<file path="src/rtl/pal_cfg_loader.sv">
// pal_cfg_loader: serializes configuration bytes LSB-first onto the PAL cfg_clk/cfg_data pins, then raises cfg_en.
// Optional CRC-8 (poly 0x07) over the shifted bitstream is enabled by defining PAL_CFG_LOADER_CRC_EN.
`timescale 1ns/1ps
module pal_cfg_loader #(
  parameter int CFG_BITS = 240,
  parameter int CLK_DIV  = 2
) (
  input  logic       clk,
  input  logic       res,
  input  logic       start,
  input  logic [7:0] din,
  input  logic       din_valid,
  output logic       din_ready,
  output logic       busy,
  output logic       done,
  output logic       cfg_clk,
  output logic       cfg_data,
  output logic       cfg_en,
  output logic [7:0] crc
);

  localparam int BW = $clog2(CFG_BITS + 1);
  localparam int DW = (CLK_DIV > 1) ? $clog2(CLK_DIV) : 1;
  localparam logic [BW-1:0] LAST_BIT = BW'(CFG_BITS - 1);
  localparam logic [DW-1:0] DIV_LAST = DW'(CLK_DIV - 1);

  typedef enum logic [2:0] {IDLE, FETCH, SHIFT, APPLY, HOLD} state_t;

  state_t        state;
  logic [7:0]    sreg;
  logic [BW-1:0] bit_cnt;
  logic [2:0]    byte_bit;
  logic [DW-1:0] div_cnt;
  logic          phase_end;

  assign phase_end = (div_cnt == DIV_LAST);

`ifdef PAL_CFG_LOADER_CRC_EN
  logic [7:0] crc_q;

  function automatic logic [7:0] crc8_step(input logic [7:0] c, input logic b);
    logic fb;
    fb = c[7] ^ b;
    return {c[6:0], 1'b0} ^ (fb ? 8'h07 : 8'h00);
  endfunction

  assign crc = crc_q;
`else
  assign crc = '0;
`endif

  // sreg holds only the bits still to be driven; cfg_data already carries the current bit.
  always_ff @(posedge clk) begin
    if (res) begin
      state     <= IDLE;
      sreg      <= '0;
      bit_cnt   <= '0;
      byte_bit  <= '0;
      div_cnt   <= '0;
      din_ready <= 1'b0;
      busy      <= 1'b0;
      done      <= 1'b0;
      cfg_clk   <= 1'b0;
      cfg_data  <= 1'b0;
      cfg_en    <= 1'b0;
`ifdef PAL_CFG_LOADER_CRC_EN
      crc_q     <= '0;
`endif
    end else begin
      done <= 1'b0;
      case (state)
        IDLE, HOLD: begin
          if (start) begin
            state     <= FETCH;
            busy      <= 1'b1;
            din_ready <= 1'b1;
            cfg_en    <= 1'b0;
            bit_cnt   <= '0;
`ifdef PAL_CFG_LOADER_CRC_EN
            crc_q     <= '0;
`endif
          end
        end

        FETCH: begin
          if (din_valid && din_ready) begin
            sreg      <= {1'b0, din[7:1]};
            cfg_data  <= din[0];
            din_ready <= 1'b0;
            byte_bit  <= '0;
            div_cnt   <= '0;
            state     <= SHIFT;
          end
        end

        SHIFT: begin
          if (!phase_end) begin
            div_cnt <= div_cnt + 1'b1;
          end else begin
            div_cnt <= '0;
            if (!cfg_clk) begin
              cfg_clk <= 1'b1;
`ifdef PAL_CFG_LOADER_CRC_EN
              crc_q   <= crc8_step(crc_q, cfg_data);
`endif
            end else begin
              cfg_clk  <= 1'b0;
              sreg     <= {1'b0, sreg[7:1]};
              bit_cnt  <= bit_cnt + 1'b1;
              byte_bit <= byte_bit + 1'b1;
              // A partial final byte ends here, before its upper bits are ever driven.
              if (bit_cnt == LAST_BIT) begin
                state    <= APPLY;
                cfg_en   <= 1'b1;
                cfg_data <= 1'b0;
              end else if (byte_bit == 3'd7) begin
                state     <= FETCH;
                din_ready <= 1'b1;
              end else begin
                cfg_data <= sreg[0];
              end
            end
          end
        end

        APPLY: begin
          if (!phase_end) begin
            div_cnt <= div_cnt + 1'b1;
          end else begin
            div_cnt <= '0;
            if (!cfg_clk) begin
              cfg_clk <= 1'b1;
            end else begin
              cfg_clk <= 1'b0;
              done    <= 1'b1;
              busy    <= 1'b0;
              state   <= HOLD;
            end
          end
        end

        default: state <= IDLE;
      endcase
    end
  end

endmodule

</file>
<file path="config.mk">
export PLATFORM = sky130hd
export DESIGN_NAME = pal_cfg_loader
export DESIGN_NICKNAME = d
export VERILOG_FILES = /design/src/rtl/pal_cfg_loader.sv
export SDC_FILE = /design/constraint.sdc
export NUM_CORES = 1
export LEC_CHECK = 0
export BUFFER_PORTS_ARGS = -buffer_cell sky130_fd_sc_hd__buf_2
export CORE_MARGIN = 3
export CORE_UTILIZATION = 58
export CTS_CLUSTER_DIAMETER = 100
export DETAILED_ROUTE_END_ITERATION = 16
export PLACE_DENSITY = 0.86
export SYNTH_ARGS = -nofsm -noshare
export SYNTH_HDL_FRONTEND = slang
export SYNTH_SLANG_ARGS = --single-unit
</file>
<file path="constraint.sdc">
create_clock -name clk -period 2.3 [get_ports clk]
set_input_delay 0.345 -clock clk [delete_from_list [all_inputs] [get_ports clk]]
set_output_delay 0.345 -clock clk [all_outputs]
set_load 0.01 [all_outputs]
</file>
# After elaboration in Yosys (flattened, before gate mapping)

Cells that the tools add are included.

Add/subtract/negate cells: 3
Multiply operators: 0
Divide/modulo/power cells: 0
Order comparisons: 0
Eq/ne operators: 17
Shift-type cells: 0
Muxes and demuxes: 46
Bitwise gates (word level): 2
Reductions and logical operators: 19

Operator list:

| cell                                                | number |
|---|---|
| 2-to-1 mux 8 bit                                    | 6 |
| 2-to-1 mux 3 bit                                    | 11 |
| one-hot mux 8 bit (2 select lines)                  | 2 |
| 2-to-1 mux 1 bit                                    | 20 |
| != test 2 bit, second input constant                | 9 |
| AND reduction 7 bit                                 | 2 |
| one-hot mux 3 bit (4 select lines)                  | 1 |
| AND reduction 4 bit                                 | 3 |
| AND reduction 5 bit                                 | 2 |
| adder 8 x 1 -> 8 bit, second input constant         | 1 |
| equality test 8 bit, second input constant          | 1 |
| one-hot mux 1 bit (2 select lines)                  | 4 |
| nonzero test 2 bit                                  | 4 |
| equality test 3 x 2 -> 1 bit, second input constant | 2 |
| equality test 3 bit, second input constant          | 2 |
| != test 3 bit, second input constant                | 2 |
| one-hot mux 3 bit (2 select lines)                  | 1 |
| AND reduction 2 bit                                 | 2 |
| OR reduction 2 bit                                  | 2 |
| adder 3 x 1 -> 3 bit, second input constant         | 1 |
| equality test 3 x 1 -> 1 bit, second input constant | 1 |
| zero test 3 bit                                     | 1 |
| one-hot mux 1 bit (3 select lines)                  | 1 |
| nonzero test 3 bit                                  | 1 |
| 4 further kinds                                     | 5 |

Register bits after elaboration: 29
Latch bits: 0
RAM bits: 0
ROM bits: 0
Bits of input ports: 12
Memories: 0

# Logic depth before layout (Yosys ltp)

Depth in word-level cells: 6
Depth in mapped cells: 6
Mapped depth without buffers: 5

# Worst setup path after synthesis

No wires, ideal clock.

Path kind: reg2reg
Start point: register cfg_clk
End point: register bit_cnt[5]
Library setup time: 0.070 ns
Arrival time: 1.384 ns
Data required time: 2.230 ns
Setup slack: 0.847 ns
Cell stages (with the launch flop): 5
Buffers on the path: 0
Clock period less this slack: 1.453 ns
Cell sequence: dfxtp_1 > nand4b_1 > a21o_1 > or4_1 > a21oi_1

Cells in the longest elaborated chain, start to end: 2

RTL lines:

| element                       | line | RTL |
|---|---|---|
| start, declared               | 16   | `output logic cfg_clk,` |
| start signal, assigned        | 63   | `cfg_clk <= 1'b0;` |
| start signal, assigned        | 102  | `cfg_clk <= 1'b1;` |
| start signal, assigned        | 107  | `cfg_clk <= 1'b0;` |
| != test 2 bit (no line)       | --   |  |
| AND reduction 4 bit (no line) | --   |  |
| end signal, assigned          | 109  | `bit_cnt <= bit_cnt + 1'b1;` |
| end, declared                 | 31   | `logic [BW-1:0] bit_cnt;` |

Every way passes these cells.
A chain may end at the register's enable or synchronous reset.

# Final worst setup path

Start point: register state[1]
End point: register bit_cnt[5]

Cells in the longest elaborated chain, start to end: 4
Elaborated cells between the ends (all ways): 10
Those cells by class: eq/ne: 5; mux: 1; reduce/logical: 4

RTL lines:

| element                                                              | line | RTL |
|---|---|---|
| start, declared                                                      | 29   | `state_t state;` |
| start signal, assigned                                               | 55   | `state <= IDLE;` |
| start signal, assigned                                               | 74   | `state <= FETCH;` |
| start signal, assigned                                               | 92   | `state <= SHIFT;` |
| equality test 3 bit / zero test 3 bit (equally long branches)        | 71   | `case (state)` |
| OR reduction 2 bit                                                   | 71   |  |
| != test 2 bit (no line) / nonzero test 2 bit (equally long branches) | --   |  |
| AND reduction 4 bit (no line)                                        | --   |  |

Parallel ways exist; a longest one is shown, timed or not.

==> results.tsv <==
stage	metric	value	unit
cells_and_area	final_nets	198	
cells_and_area	n_antenna_cell	0	
floorplanning	start_util	0.621	
clocking	clock_latency	340	ps
timing	hold_viol_final	0	
clocking	cts.sinks	28	
floorplanning	die_w	54.9	um
timing	fin_ws	472	ps
run_status	status	complete, no violations	
timing	skew	8.90	ps
timing	fmax	547	MHz
synth	yosys.cell_types.count	36	
power	power.density	738	nW/um^2
placement	dp.cells	206	
synth	synthesis.area	1390	um^2
synth	synth_top_area_share	0.404	
power	internal-power	779	uW
routing	viasPerCell	6.00	
routing	wl	2910	um
clocking	cts_buffers	3	
synth	yosysSeqAreaShare	0.404	
synth	synthFlopType	dfxtp_1	
cells_and_area	stdcell_count	210	
synth	async_flop_share	0	
cells_and_area	fillerInstances	199	
cells_and_area	drive_gt1_frac	0.132	
floorplanning	core	2230	um^2
floorplanning	die_h	54.9	um
critical_path	cp_slowest_stage_delay	600	ps
routing	ant_nets	0	
power	max-vdd-ir-drop	0.506	mV
critical_path	crit_path_end_kind	flip-flop	
power	p_comb_frac	0.192	
critical_path	crit_type	reg2reg	
routing	routedWlPerCell	13.9	um
synth	syn_inst	170	
floorplanning	ios	26	
global_routing	grt_max_degree	23	
routing	drc	0	
synth	synthAdderAreaFrac	0.0271	
critical_path	worstPathArrival	2110	ps
global_routing	grt_pass1_vias	1075	
critical_path	critical_path.max_fanout	15	
timing	finalSetupViolCount	0	
placement	port-buffer-count	17	
synth	ys_warn_count	0	
synth	synth-edff-count	0	
timing	finalCriticalPeriod	1830	ps
timing	final_max_slew_viol_count	0	
critical_path	cp_slowest_cell	dfxtp_1	
synth	synth_xor_area_frac	0.00631	
synth	postSynthAreaPerCell	8.16	um^2
critical_path	cp.required	2580	ps
critical_path	path_cells	nand4b_1, a21o_1, or4_1, a21oi_1	
routing	dr.pass1.iters	4	
clocking	h-tree-depth	1	
power	p_sw_frac	0.295	
synth	yosys.area_share.simple	0.255	
timing	rsz0062_at_grt	no	
synth	synth_compound_area_frac	0.193	
clocking	clk_pin_slew_worst_paths	160	ps
synth	synth_top_area_cell	dfxtp_1	
placement	dp_hpwl	2020	um
global_routing	grt_overflow	0	
power	p_total	1100	uW
global_routing	grt_pass1_wl	4580	um
floorplanning	dieArea	3020	um^2
cells_and_area	area_delta_synth_final	7.94	%
placement	gp_congestion	0.886	
global_routing	track_usage	0.210	
synth	synth-seq-cells	28	
clocking	holdBufCountCts	0	
routing	vias	1261	
clocking	cts_tree	yes	
power	p_seq_frac	0.510	
clocking	post_cts_buffers	0	
power	clkPwrFrac	0.298	
cells_and_area	multi_input_area	738	um^2
power	p_leak	0.000564	uW
synth	synth_area_leaders	dfxtp_1 (40%), nor2_1 (6.2%), a21oi_1 (6.1%), nand2_1 (4.9%), buf_4 (4.3%)	
timing	tns	0	ps
run	cap_violations	0	
worst_hold_path	hold_path.class	in2reg	
synth	synth_mux_area_frac	0.0289	
critical_path	start_kind	flip-flop	
placement	place_ws	508	ps
synth	synth_top_family_by_area	simple AND/OR/NAND/NOR gates	
power	p_sw	326	uW
clocking	cts_resized	0	
timing	period_share	0.795	
routing	dr.first_iter.drc_count	44	
cells_and_area	regArea	561	um^2
clocking	clockBufferDepth	2	
clocking	cts-root-buf	clkbuf_4	
global_routing	grt_antenna_before_repair	0	
floorplanning	rows	17	
## metrics by stage
stage | utilization | hold WS [ps] | cell area [um^2]
floorplan | - | 422 | 1410
global placement | 0.647 | 463 | 1450
detailed placement | 0.647 | 471 | 1450
CTS | 0.671 | 251 | 1500
global route | 0.671 | 261 | 1500
finish | 0.671 | 249 | 1500
## per-layer routing
layer  up-vias  share of wire  track usage
met5         -              0            0
met4         0          0.018       0.0972
met3         7          0.065       0.0322
met2        53           0.49        0.360
met1       581           0.43        0.256
li1        620              -            -
## cells in the final DEF (no fill, tap or decap), types with 4 or more instances in the layout
cell type and instances:
buf_2 17, nor2_1 23, o21ai_0 4, a21oi_1 17
a311oi_1 6, o31ai_1 5, mux2i_1 4, nand2_1 18
dfxtp_1 28, nor3_1 4, conb_1 8, nand4b_1 4
## power by group through the flow
stage,registers (uW),clock network (uW),logic (uW)
2_1_floorplan,553,0,185
3_3_place_gp,569,0,203
3_5_place_dp,573,0,210
4_1_cts,562,325,213
5_1_grt,570,345,243
6_report,563,329,212
## synth_stat cells (5+ instances only)
library cell  count
dfxtp_1          28
nor2_1           23
nand2_1          18
a21oi_1          17
buf_4             8
a311oi_1          6
buf_2             5
clkbuf_1          5
o31ai_1           5
## worst max-delay path, delay by kind of cell (launching register included)
kind | cells | cell delay (ps)
flip-flops | 1 | 600
AO/OA/AOI/OAI | 2 | 460
AND/OR/NAND/NOR | 2 | 710
## path summary, 6_finish.rpt
check	start	to	slack (ps)	cells past startpoint
worst max-delay path	state[1]	bit_cnt[5]	470	4
worst min-delay path	din[4]	sreg[3]	250	3
worst max register to register	state[1]	bit_cnt[5]	470	4
worst min register to register	sreg[1]	sreg[0]	490	2
## state kept, by name (all words and copies together) (netlist names)
| register | flops |
|---|---|
| state | 3 |
| div_cnt | 1 |
| bit_cnt | 8 |
| sreg | 7 |
| cfg_en | 1 |
| byte_bit | 3 |
| cfg_clk | 1 |
| cfg_data | 1 |
| done | 1 |
| din_ready | 1 |
| busy | 1 |
## area by class of cell
cell class | count | area share
multi-input combinational | 128 | 0.493
sequential | 28 | 0.374
timing repair buffer | 19 | 0.0668
tap | 28 | 0.0234
clock inverter | 1 | 0.0201
clock buffer | 3 | 0.0150
inverter | 3 | 0.00752
## logic make-up after synthesis
group / after synthesis
AND/OR/NAND/NOR: 71
AO/OA/AOI/OAI: 41
flip-flops: 28
buffers and inverters: 21
multiplexers: 4
adder cells (fa/ha/maj): 3
other: 1
XOR/XNOR: 1
No activity file was read; power rests on OpenSTA's default activity.
